<file path="src/rtl/edp_muldiv_pkg.sv">
// ---------------------------------------------------------------------------
// edp_muldiv_pkg
// Shared encodings for the EBOX iterative multiply/divide sequencer:
//   op_e       operation select captured with start
//   state_e    sequencer states, plus plain logic [2:0] aliases
//   ctr_width  width of the step down-counter for a given WIDTH/RADIX_BITS
// ---------------------------------------------------------------------------
package edp_muldiv_pkg;

  typedef enum logic [1:0] {
    opMULS = 2'b00,
    opMULU = 2'b01,
    opDIVS = 2'b10,
    opDIVU = 2'b11
  } op_e;

  typedef enum logic [2:0] {
    stIDLE = 3'd0,
    stPREP = 3'd1,
    stSTEP = 3'd2,
    stFIX  = 3'd3,
    stDONE = 3'd4
  } state_e;

  localparam logic [2:0] ST_IDLE = stIDLE;
  localparam logic [2:0] ST_PREP = stPREP;
  localparam logic [2:0] ST_STEP = stSTEP;
  localparam logic [2:0] ST_FIX  = stFIX;
  localparam logic [2:0] ST_DONE = stDONE;

  // Counter must hold the full step count WIDTH/RADIX_BITS.
  function automatic int ctr_width(input int width, input int radix_bits);
    return $clog2(width / radix_bits + 1);
  endfunction

endpackage

</file>
<file path="src/rtl/edp_muldiv_seq_step.sv">
// ---------------------------------------------------------------------------
// muldiv_step
// One combinational multiply or divide step on a 2*WIDTH accumulator
// {hi, lo}.
//   MUL: if lo[0], hi += opnd (WIDTH+1-bit sum, so no carry is lost); then
//        the whole {carry, hi, lo} shifts right one place.
//   DIV: restoring step. {hi, lo} shifts left one place, opnd is trial
//        subtracted from the WIDTH+1-bit partial remainder, and the
//        difference is kept when it is non-negative.
// Ports:
//   i_acc   [2*WIDTH-1:0]  accumulator in
//   i_opnd  [WIDTH-1:0]    multiplicand or divisor magnitude
//   i_div   1              1 = divide step, 0 = multiply step
//   o_acc   [2*WIDTH-1:0]  accumulator out (DIV: LSB left 0 for o_qbit)
//   o_qbit  1              quotient bit of this step (0 for MUL)
// ---------------------------------------------------------------------------
module muldiv_step #(
  parameter int WIDTH = 36
) (
  input  logic [2*WIDTH-1:0] i_acc,
  input  logic [WIDTH-1:0]   i_opnd,
  input  logic               i_div,
  output logic [2*WIDTH-1:0] o_acc,
  output logic               o_qbit
);

  logic [WIDTH-1:0] w_hi;
  logic [WIDTH-1:0] w_lo;
  logic [WIDTH:0]   w_sum;
  logic [WIDTH:0]   w_shl;
  logic [WIDTH+1:0] w_diff;

  assign w_hi  = i_acc[2*WIDTH-1:WIDTH];
  assign w_lo  = i_acc[WIDTH-1:0];
  assign w_sum = {1'b0, w_hi} + (w_lo[0] ? {1'b0, i_opnd} : '0);
  assign w_shl = {w_hi, w_lo[WIDTH-1]};
  assign w_diff = {1'b0, w_shl} - {2'b00, i_opnd};

  always_comb begin
    o_qbit = 1'b0;
    o_acc  = {w_sum, w_lo[WIDTH-1:1]};
    if (i_div) begin
      // A kept difference is below the divisor, so its top two bits are 0.
      o_qbit = (w_diff[WIDTH+1:WIDTH] == 2'b00);
      o_acc  = {(o_qbit ? w_diff[WIDTH-1:0] : w_shl[WIDTH-1:0]),
                w_lo[WIDTH-2:0], 1'b0};
    end
  end

endmodule

</file>
<file path="src/rtl/edp_muldiv_seq.sv">
// ---------------------------------------------------------------------------
// edp_muldiv_seq
// Iterative multiply/divide sequencer for the EBOX data path. The operands
// are reduced to magnitudes, run through WIDTH/RADIX_BITS shift-add or
// restoring-divide steps, then sign-corrected.
//
//   state | meaning
//   ------+-----------------------------------------------------------
//   IDLE  | waiting for start; operands captured when it is accepted
//   PREP  | magnitudes, result signs, counter load, divide check
//   STEP  | RADIX_BITS chained steps per clock until the counter hits 1
//   FIX   | two's-complement sign fixup, result registers written
//   DONE  | done pulse for one clock, then back to IDLE
//
// Ports:
//   eboxClk, eboxReset         clock, synchronous active-high reset
//   start, abort               request (IDLE only) / cancel
//   op[1:0]                    00 MULS, 01 MULU, 10 DIVS, 11 DIVU
//   opA, opB [0:WIDTH-1]       multiplicand/dividend, multiplier/divisor
//   busy, done                 in progress / one-cycle result strobe
//   resHi, resLo [0:WIDTH-1]   product hi/lo, or quotient/remainder
//   divCheck                   divide refused (held until next start)
// ---------------------------------------------------------------------------
module edp_muldiv_seq
  import edp_muldiv_pkg::*;
#(
  parameter int WIDTH      = 36,
  parameter int RADIX_BITS = 1
) (
  input  logic             eboxClk,
  input  logic             eboxReset,
  input  logic             start,
  input  logic             abort,
  input  logic [1:0]       op,
  input  logic [0:WIDTH-1] opA,
  input  logic [0:WIDTH-1] opB,
  output logic             busy,
  output logic             done,
  output logic [0:WIDTH-1] resHi,
  output logic [0:WIDTH-1] resLo,
  output logic             divCheck
);

  localparam int NSTEPS = WIDTH / RADIX_BITS;
  localparam int CW     = ctr_width(WIDTH, RADIX_BITS);

  logic [2:0]         r_state;
  logic [1:0]         r_op;
  logic [WIDTH-1:0]   r_a;
  logic [WIDTH-1:0]   r_b;
  logic [2*WIDTH-1:0] r_acc;
  logic [WIDTH-1:0]   r_opnd;
  logic               r_neg_hi;
  logic               r_neg_lo;
  logic [CW-1:0]      r_cnt;
  logic [WIDTH-1:0]   r_res_hi;
  logic [WIDTH-1:0]   r_res_lo;
  logic               r_div_check;

  logic               w_is_div;
  logic               w_signed;
  logic               w_sa;
  logic               w_sb;
  logic [WIDTH-1:0]   w_mag_a;
  logic [WIDTH-1:0]   w_mag_b;
  logic               w_refuse;
  logic [2*WIDTH-1:0] w_prod;
  logic [WIDTH-1:0]   w_quo;
  logic [WIDTH-1:0]   w_rem;

  assign w_is_div = r_op[1];
  assign w_signed = ~r_op[0];
  assign w_sa     = w_signed & r_a[WIDTH-1];
  assign w_sb     = w_signed & r_b[WIDTH-1];
  // -2^(WIDTH-1) negates to itself, which is the correct unsigned magnitude.
  assign w_mag_a  = w_sa ? (~r_a + 1'b1) : r_a;
  assign w_mag_b  = w_sb ? (~r_b + 1'b1) : r_b;

  // Zero divisor, or the one signed quotient that cannot be represented.
  assign w_refuse = w_is_div &
                    ((r_b == '0) |
                     ((r_op == opDIVS) && (r_a == {1'b1, {(WIDTH-1){1'b0}}}) &&
                      (r_b == '1)));

  assign w_prod = r_neg_hi ? (~r_acc + 1'b1) : r_acc;
  assign w_quo  = r_neg_hi ? (~r_acc[WIDTH-1:0] + 1'b1) : r_acc[WIDTH-1:0];
  assign w_rem  = r_neg_lo ? (~r_acc[2*WIDTH-1:WIDTH] + 1'b1)
                           : r_acc[2*WIDTH-1:WIDTH];

  logic [2*WIDTH-1:0] w_chain     [RADIX_BITS+1];
  logic [2*WIDTH-1:0] w_stage_acc [RADIX_BITS];
  logic               w_stage_q   [RADIX_BITS];

  assign w_chain[0] = r_acc;

  for (genvar k = 0; k < RADIX_BITS; k++) begin : g_step
    muldiv_step #(.WIDTH(WIDTH)) u_step (
      .i_acc  (w_chain[k]),
      .i_opnd (r_opnd),
      .i_div  (w_is_div),
      .o_acc  (w_stage_acc[k]),
      .o_qbit (w_stage_q[k])
    );
    // Quotient bit drops into the LSB vacated by the divide shift.
    assign w_chain[k+1] = w_stage_acc[k] | {{(2*WIDTH-1){1'b0}}, w_stage_q[k]};
  end

  always_ff @(posedge eboxClk) begin
    if (eboxReset) begin
      r_state     <= ST_IDLE;
      r_op        <= '0;
      r_a         <= '0;
      r_b         <= '0;
      r_acc       <= '0;
      r_opnd      <= '0;
      r_neg_hi    <= 1'b0;
      r_neg_lo    <= 1'b0;
      r_cnt       <= '0;
      r_res_hi    <= '0;
      r_res_lo    <= '0;
      r_div_check <= 1'b0;
    end else if (abort) begin
      r_state <= ST_IDLE;
    end else begin
      case (r_state)
        ST_IDLE: begin
          if (start) begin
            r_op        <= op;
            r_a         <= opA;
            r_b         <= opB;
            r_div_check <= 1'b0;
            r_state     <= ST_PREP;
          end
        end
        ST_PREP: begin
          r_cnt    <= CW'(NSTEPS);
          r_neg_hi <= w_sa ^ w_sb;
          r_neg_lo <= w_sa;
          if (w_is_div) begin
            r_acc  <= {{WIDTH{1'b0}}, w_mag_a};
            r_opnd <= w_mag_b;
          end else begin
            r_acc  <= {{WIDTH{1'b0}}, w_mag_b};
            r_opnd <= w_mag_a;
          end
          if (w_refuse) begin
            r_div_check <= 1'b1;
            r_state     <= ST_DONE;
          end else begin
            r_state <= ST_STEP;
          end
        end
        ST_STEP: begin
          r_acc <= w_chain[RADIX_BITS];
          r_cnt <= r_cnt - CW'(1);
          if (r_cnt == CW'(1)) r_state <= ST_FIX;
        end
        ST_FIX: begin
          if (w_is_div) begin
            r_res_hi <= w_quo;
            r_res_lo <= w_rem;
          end else begin
            r_res_hi <= w_prod[2*WIDTH-1:WIDTH];
            r_res_lo <= w_prod[WIDTH-1:0];
          end
          r_state <= ST_DONE;
        end
        ST_DONE: r_state <= ST_IDLE;
        default: r_state <= ST_IDLE;
      endcase
    end
  end

  assign busy     = (r_state == ST_PREP) | (r_state == ST_STEP) | (r_state == ST_FIX);
  assign done     = (r_state == ST_DONE);
  assign resHi    = r_res_hi;
  assign resLo    = r_res_lo;
  assign divCheck = r_div_check;

endmodule

</file>
<file path="config.mk">
export PLATFORM = sky130hd
export DESIGN_NAME = edp_muldiv_seq
export DESIGN_NICKNAME = d
export VERILOG_FILES = /design/src/rtl/edp_muldiv_pkg.sv /design/src/rtl/edp_muldiv_seq_step.sv /design/src/rtl/edp_muldiv_seq.sv
export SDC_FILE = /design/constraint.sdc
export NUM_CORES = 1
export LEC_CHECK = 0
export CAP_MARGIN = 10
export CORE_ASPECT_RATIO = 1.75
export CORE_MARGIN = 1
export CORE_UTILIZATION = 61
export CTS_BUF_LIST = sky130_fd_sc_hd__clkbuf_8
export CTS_CLUSTER_DIAMETER = 30
export DETAILED_ROUTE_END_ITERATION = 12
export PLACE_DENSITY = 0.86
export SLEW_MARGIN = 20
export SYNTH_ARGS = -nofsm -noshare
export SYNTH_HDL_FRONTEND = slang
export SYNTH_SLANG_ARGS = --single-unit
</file>
<file path="constraint.sdc">
create_clock -name eboxClk -period 3.8 [get_ports eboxClk]
set_clock_uncertainty 0.1 [all_clocks]
set_input_delay 0.76 -clock eboxClk [delete_from_list [all_inputs] [get_ports eboxClk]]
set_output_delay 0.76 -clock eboxClk [all_outputs]
set_load 0.01 [all_outputs]
</file>
# [Yosys cells after proc, flatten, opt, wreduce, memory -nomap -nowiden]
# Cells that the tools add are included.
[totals] register_bits=266 output_inout_bits=75 wordCells=82
[classes] addsub=8 eq_ne=11 mux=22 bitwise_logic=15 n_reduce_logical=14
[op_table] op="two-way mux 36 bit" n=10
[op_table] op="adder 36 x 1 -> 36 bit (second input constant)" n=4
[op_table] op="two-way mux 72 bit" n=2
[op_table] op="NOT 36 bit" n=4
[op_table] op="one-hot mux 72 bit (2 select lines)" n=1
[op_table] op="adder 72 x 1 -> 72 bit (second input constant)" n=1
[op_table] op="== test 36 bit (second input constant)" n=2
[op_table] op="NOT 72 bit" n=1
[op_table] op="OR 72 x 1 -> 72 bit" n=1
[op_table] op="subtractor 37 x 36 -> 38 bit" n=1
[op_table] op="adder 36 x 37 -> 37 bit" n=1
[op_table] op="zero test 36 bit" n=1
[op_table] op="one-hot mux 3 bit (4 select lines)" n=1
[op_table] op="one-hot mux 6 bit (2 select lines)" n=1
[op_table] op="two-way mux 3 bit" n=3
[op_table] op="AND reduction 2 bit" n=4
[op_table] op="== test 3 x 2 -> 1 bit (second input constant)" n=2
[op_table] op="== test 6 x 1 -> 1 bit (second input constant)" n=1
[op_table] op="inequality test 2 bit (second input constant)" n=3
[op_table] op="subtractor 6 x 1 -> 6 bit (second input constant)" n=1
[op_table] op="AND reduction 4 bit" n=1
[op_table] op="nonzero test 2 bit" n=2
[op_table] op="bitwise AND 1 bit" n=3
[op_table] op="== test 3 x 1 -> 1 bit (second input constant)" n=1
[op_table] op="other kinds (12)" n=18

# [Longest topological paths before layout]
[logic_depth] ltp_word=7 depth_mapped=15 depth_no_buf=13

# [By module]
# From an unflattened synthesis, not the netlist that was laid out.
[unflattened] cells_unflattened=2811 hier_area_um2=20736.1
[by_module_without_submodules] mod="edp_muldiv_seq" instances=1 cells_per_inst=2041 area_per_inst_um2=15439.8 seq_area_each_um2=5325.1
[by_module_without_submodules] mod="muldiv_step" instances=1 cells_per_inst=770 area_per_inst_um2=5296.3 seq_area_each_um2=0.0

# [Worst setup path before layout]
# OpenSTA, ideal clock, no wires.
[synth_path] kind="register -> register" from="register r_acc[0]" to="register r_acc[63]" arrival_time_ns=3.216 required_ns=3.578 setup_slack_ns=0.362 path_stages_with_launch=15 path_buffers=3 cell_sequence="dfxtp_1 > clkbuf_1 > clkinv_1 > clkbuf_1 > nor2_1 > ha_1 > clkbuf_1 > a21oi_1 > o21ai_1 > o31ai_1 > nor3_1 > or3_1 > a21oi_1 > xnor2_1 > a221o_1"
[synth_between] elab_chain_cells=5
[synth_rtl] item="from (decl)" line_no="edp_muldiv_seq.sv:51" rtl="logic [2*WIDTH-1:0] r_acc;"
[synth_rtl] item="from (signal assigned)" line_no="edp_muldiv_seq.sv:140" rtl="r_acc <= {{WIDTH{1'b0}}, w_mag_a};"
[synth_rtl] item="from (signal assigned)" line_no="edp_muldiv_seq.sv:143" rtl="r_acc <= {{WIDTH{1'b0}}, w_mag_b};"
[synth_rtl] item="from (signal assigned)" line_no="edp_muldiv_seq.sv:154" rtl="r_acc <= w_chain[RADIX_BITS];"
[synth_rtl] item="two-way mux 36 bit" line_no="edp_muldiv_seq_step.sv:35" rtl="assign w_sum = {1'b0, w_hi} + (w_lo[0] ? {1'b0, i_opnd} : '0);"
[synth_rtl] item="adder 36 x 37 -> 37 bit" line_no="edp_muldiv_seq_step.sv:35"
[synth_rtl] item="two-way mux 72 bit" line_no="edp_muldiv_seq_step.sv:42" rtl="if (i_div) begin"
[synth_rtl] item="OR 72 x 1 -> 72 bit" line_no="edp_muldiv_seq.sv:105" rtl="assign w_chain[k+1] = w_stage_acc[k] | {{(2*WIDTH-1){1'b0}}, w_stage_q[k]};"
[synth_rtl] item="one-hot mux 72 bit (2 select lines)" line_no="edp_muldiv_seq.sv:125" rtl="case (r_state)"
# Every way passes these cells.
# A chain may end at the register's enable or synchronous reset.

# [Worst setup path after layout]
[layout_path] from="register r_acc[0]" to="register r_acc[70]"
# Same word-level chain as after synthesis.

==> out/qor.txt <==
CP Launch Type - flop
Worst Hold Depth - 2
cts hold-fix bufs - 0
leakage - 0.00916 uW
RR Endpoint - r_acc[70]$_SDFFE_PP0P_
WHS Endpoint - resHi[1]$_SDFFE_PP0P_
Max VDD drop - 0.000392 V
Worst-Margin Slew - 0.979 ns
final setup fails - 0
library cells used by synthesis - 80
dpl cells - 3214
die area - 33100 sq um
Post-synth EDFFs - 0
vias in the first global route - 21100
TritonCTS clock tree - done
Critical Path Sink Type - flop
iteration count of the initial detailed-routing pass - 6
Layout Cells excl Fill - 3303
Final Wtd Congestion - 1.01
slowest cell delay on critical path - 0.42 ns
R2R Setup Slk - 0.05 ns
Hold WS - 0.356 ns
power share of the clock group - 40.6%
final net count - 3028
fraction of layout cells with a size suffix above 1 - 9.71%
global-route wire length before repair - 117 mm
Total GRT Usage - 47.0%
slowest CP cell - a211oi_1
max cap viols - 0
Synth Warn # - 0
die height - 240 um
slack of the critical path - 0.0464 ns
Seq/Total Area, Yosys - 27.0%
leading cell type in the layout, fill and taps excluded - nand2_1
Critical R2R Launch - r_acc[0]$_SDFFE_PP0P_
pin count of the biggest net entering global routing - 144
1st-iter DRT viols - 2164
CTS root buf - clkbuf_8
Worst Hold Class - flop to flop
std cell rows - 86
final hold vios - 0
fraction of registers with async set/reset - 0%
H-tree Lvls - 2
CTS clk-pin slew, worst paths - 0.06 ns
area of the core - 31600 sq um
critical-path cell list - nand2_1, inv_1, ha_1, a211oi_1, o21ai_0, buf_4, a31oi_1, buf_4, a2bb2oi_1, buf_4, a31oi_2, and3_1, a211o_1, a22o_1, a41oi_1
Worst Path Max Fanout - 5
most frequent cells in the layout - nand2_1, a21oi_1, nor2_1, dfxtp_1, clkdlybuf4s50_1
Top cell by count, worst path - buf_4
crit path time final - 3.75 ns
status - completed
Crit Path Class - flop to flop
Port Buffer Count - 152
Die W - 138 um
total wire length - 78.6 mm
pwr/cell area - 318 nW/um^2
flop and latch count out of synthesis - 266
DRC Markers - 0
worst path arrival time - 4.17 ns
Inserted Clock Buffers - 47
Fin Setup TNS - 0 ns
later-pin clock latency in the skew report - 0.64 ns
Synth-to-Final Area Change - 18.2%
post-DP HPWL - 59.0 mm
hold path start - resHi[1]$_SDFFE_PP0P_
DR vias/cell - 6.64
Switching Power - 2370 uW
Place WS - 0.0473 ns
Post-Syn Nets - 2879
FMAX - 266 MHz
I/O pins - 153
clk sinks - 266
CTS Buffer Depth - 3
Int Pwr - 5040 uW
antenna violations before repair - 2
grt total ovfl - 0
Comb pwr share - 19.8%
fin crit share - 98.8%
Gate Count Post-Synth - 2720
design area - 23300 sq um
DR vias - 21900
Sw Share - 31.9%
dpl cell area - 22200 sq um
starting density of the core - 62.3%
Main synth FF type - dfxtp_1
mapped cell area - 19700 sq um
antenna-violating nets left - 0
Syn Area/Cell - 7.25 sq um
Pins Over Slew Limit - 0
r2r worst-path depth - 15
worst path required time - 4.22 ns
DR WL/cell - 23.8 um
sequential power share - 39.6%
Slew headroom - 34.1%
worst max-delay path by stage:
| stage | start | to | slack [ns] | cells after the start |
|---|---|---|---|---|
| floorplan | r_acc[0]$_SDFFE_PP0P_ | r_acc[63]$_SDFFE_PP0P_ | 0.36 | 14 |
| finish | r_acc[0]$_SDFFE_PP0P_ | r_acc[70]$_SDFFE_PP0P_ | 0.05 | 15 |
| global route | r_acc[0]$_SDFFE_PP0P_ | r_acc[71]$_SDFFE_PP0P_ | -0.02 | 14 |
| detailed placement | r_acc[0]$_SDFFE_PP0P_ | r_acc[68]$_SDFFE_PP0P_ | 0.05 | 14 |
| global placement | r_acc[0]$_SDFFE_PP0P_ | r_acc[68]$_SDFFE_PP0P_ | 0.04 | 14 |
| CTS | r_acc[0]$_SDFFE_PP0P_ | r_acc[70]$_SDFFE_PP0P_ | 0.003 | 15 |
power groups by stage:
| stage | Sequential [uW] | Clock (uW) | Combinational [uW] |
|---|---|---|---|
| after floorplan | 2950 | 0 | 898 |
| after global placement | 2980 | 0 | 1370 |
| after detailed placement | 2990 | 0 | 1390 |
| after CTS | 2920 | 2990 | 1410 |
| after global routing | 2930 | 3110 | 1550 |
| final | 2930 | 3010 | 1470 |
state kept, by name (all words and copies together), names as in the netlist:
register,count
divCheck,1
r_a,36
r_acc,72
r_b,36
r_cnt,6
r_neg_hi,1
r_neg_lo,1
r_op,2
r_opnd,36
r_state,3
resHi,36
resLo,36
cell usage after synthesis (18+ instances only):
| cell type | count | area (sq um) |
|---|---|---|
| nand4_1 | 32 | 200 |
| ha_1 | 79 | 988 |
| o21ai_0 | 130 | 651 |
| nand2b_1 | 19 | 119 |
| o21ai_1 | 21 | 105 |
| xnor2_1 | 125 | 1090 |
| o211ai_1 | 65 | 488 |
| nand2_1 | 411 | 1540 |
| nand3_1 | 51 | 255 |
| nor4_1 | 22 | 138 |
| or4_1 | 20 | 150 |
| mux2i_1 | 92 | 921 |
| a31oi_1 | 18 | 113 |
| inv_1 | 77 | 289 |
| xor2_1 | 103 | 902 |
| a21oi_1 | 305 | 1530 |
| a211oi_1 | 34 | 255 |
| o31ai_1 | 31 | 233 |
| a22oi_1 | 23 | 173 |
| or3_1 | 19 | 119 |
| clkbuf_1 | 183 | 687 |
| dfxtp_1 | 266 | 5330 |
| nor2_1 | 266 | 998 |
| a21o_1 | 29 | 218 |
| nor3_1 | 48 | 240 |
cells by family (layout without fill, tap and decap cells):
logic type / after synthesis / count (layout) / synth area share (%)
xor gates and xnor gates: 228 / 228 / 10.1
adders and majority gates: 81 / 81 / 5.22
and+or+nand+nor: 968 / 968 / 22.2
DFF: 266 / 266 / 27.0
AOI/OAI and AO/OA: 794 / 794 / 25.0
other: 0 / 3 / 0
buffers and inverters: 286 / 470 / 5.53
muxes: 97 / 97 / 5.01
metrics by stage:
step / utilization, % / total power, uW
floorplan: - / 3850
global placement: 70.2 / 4350
detailed placement: 70.2 / 4380
CTS: 73.4 / 7320
global route: 73.7 / 7590
finish: 73.7 / 7410
routing by layer:
metal	wire length, um	GRT usage (%)	up-vias
li1	-	-	9988
met1	26000	47.3	10100
met2	36800	77.7	1337
met3	6960	12.1	477
met4	8860	44.1	0
met5	0	0	-
critical path, delay by kind of cell (launching register included):
family	cells	cell delay (ns)
compound gates	8	1.88
fa+ha+maj	1	0.24
buf+inv	4	0.65
flops	1	0.41
simple gates	2	0.35
timing repair:
| action | in CTS | in global routing |
|---|---|---|
| buffers inserted | 0 | 2 |
| gates resized for setup | 1 | 16 |
| gates cloned | 0 | 0 |
| hold endpoints to repair | 0 | 0 |
| setup endpoints to repair | 1 | 8 |
| pin swaps | 0 | 2 |
final cells by class:
class,instances,area [sq um]
Multi-Input combinational cell,2168,13400
Fill cell,2488,8320
Sequential cell,266,5330
Timing Repair Buffer,307,2770
Clock buffer,52,716
Tap cell,396,495
Clock inverter,32,313
Inverter,79,297
Antenna cell,3,7.51
(Power assumes the default switching activity.)
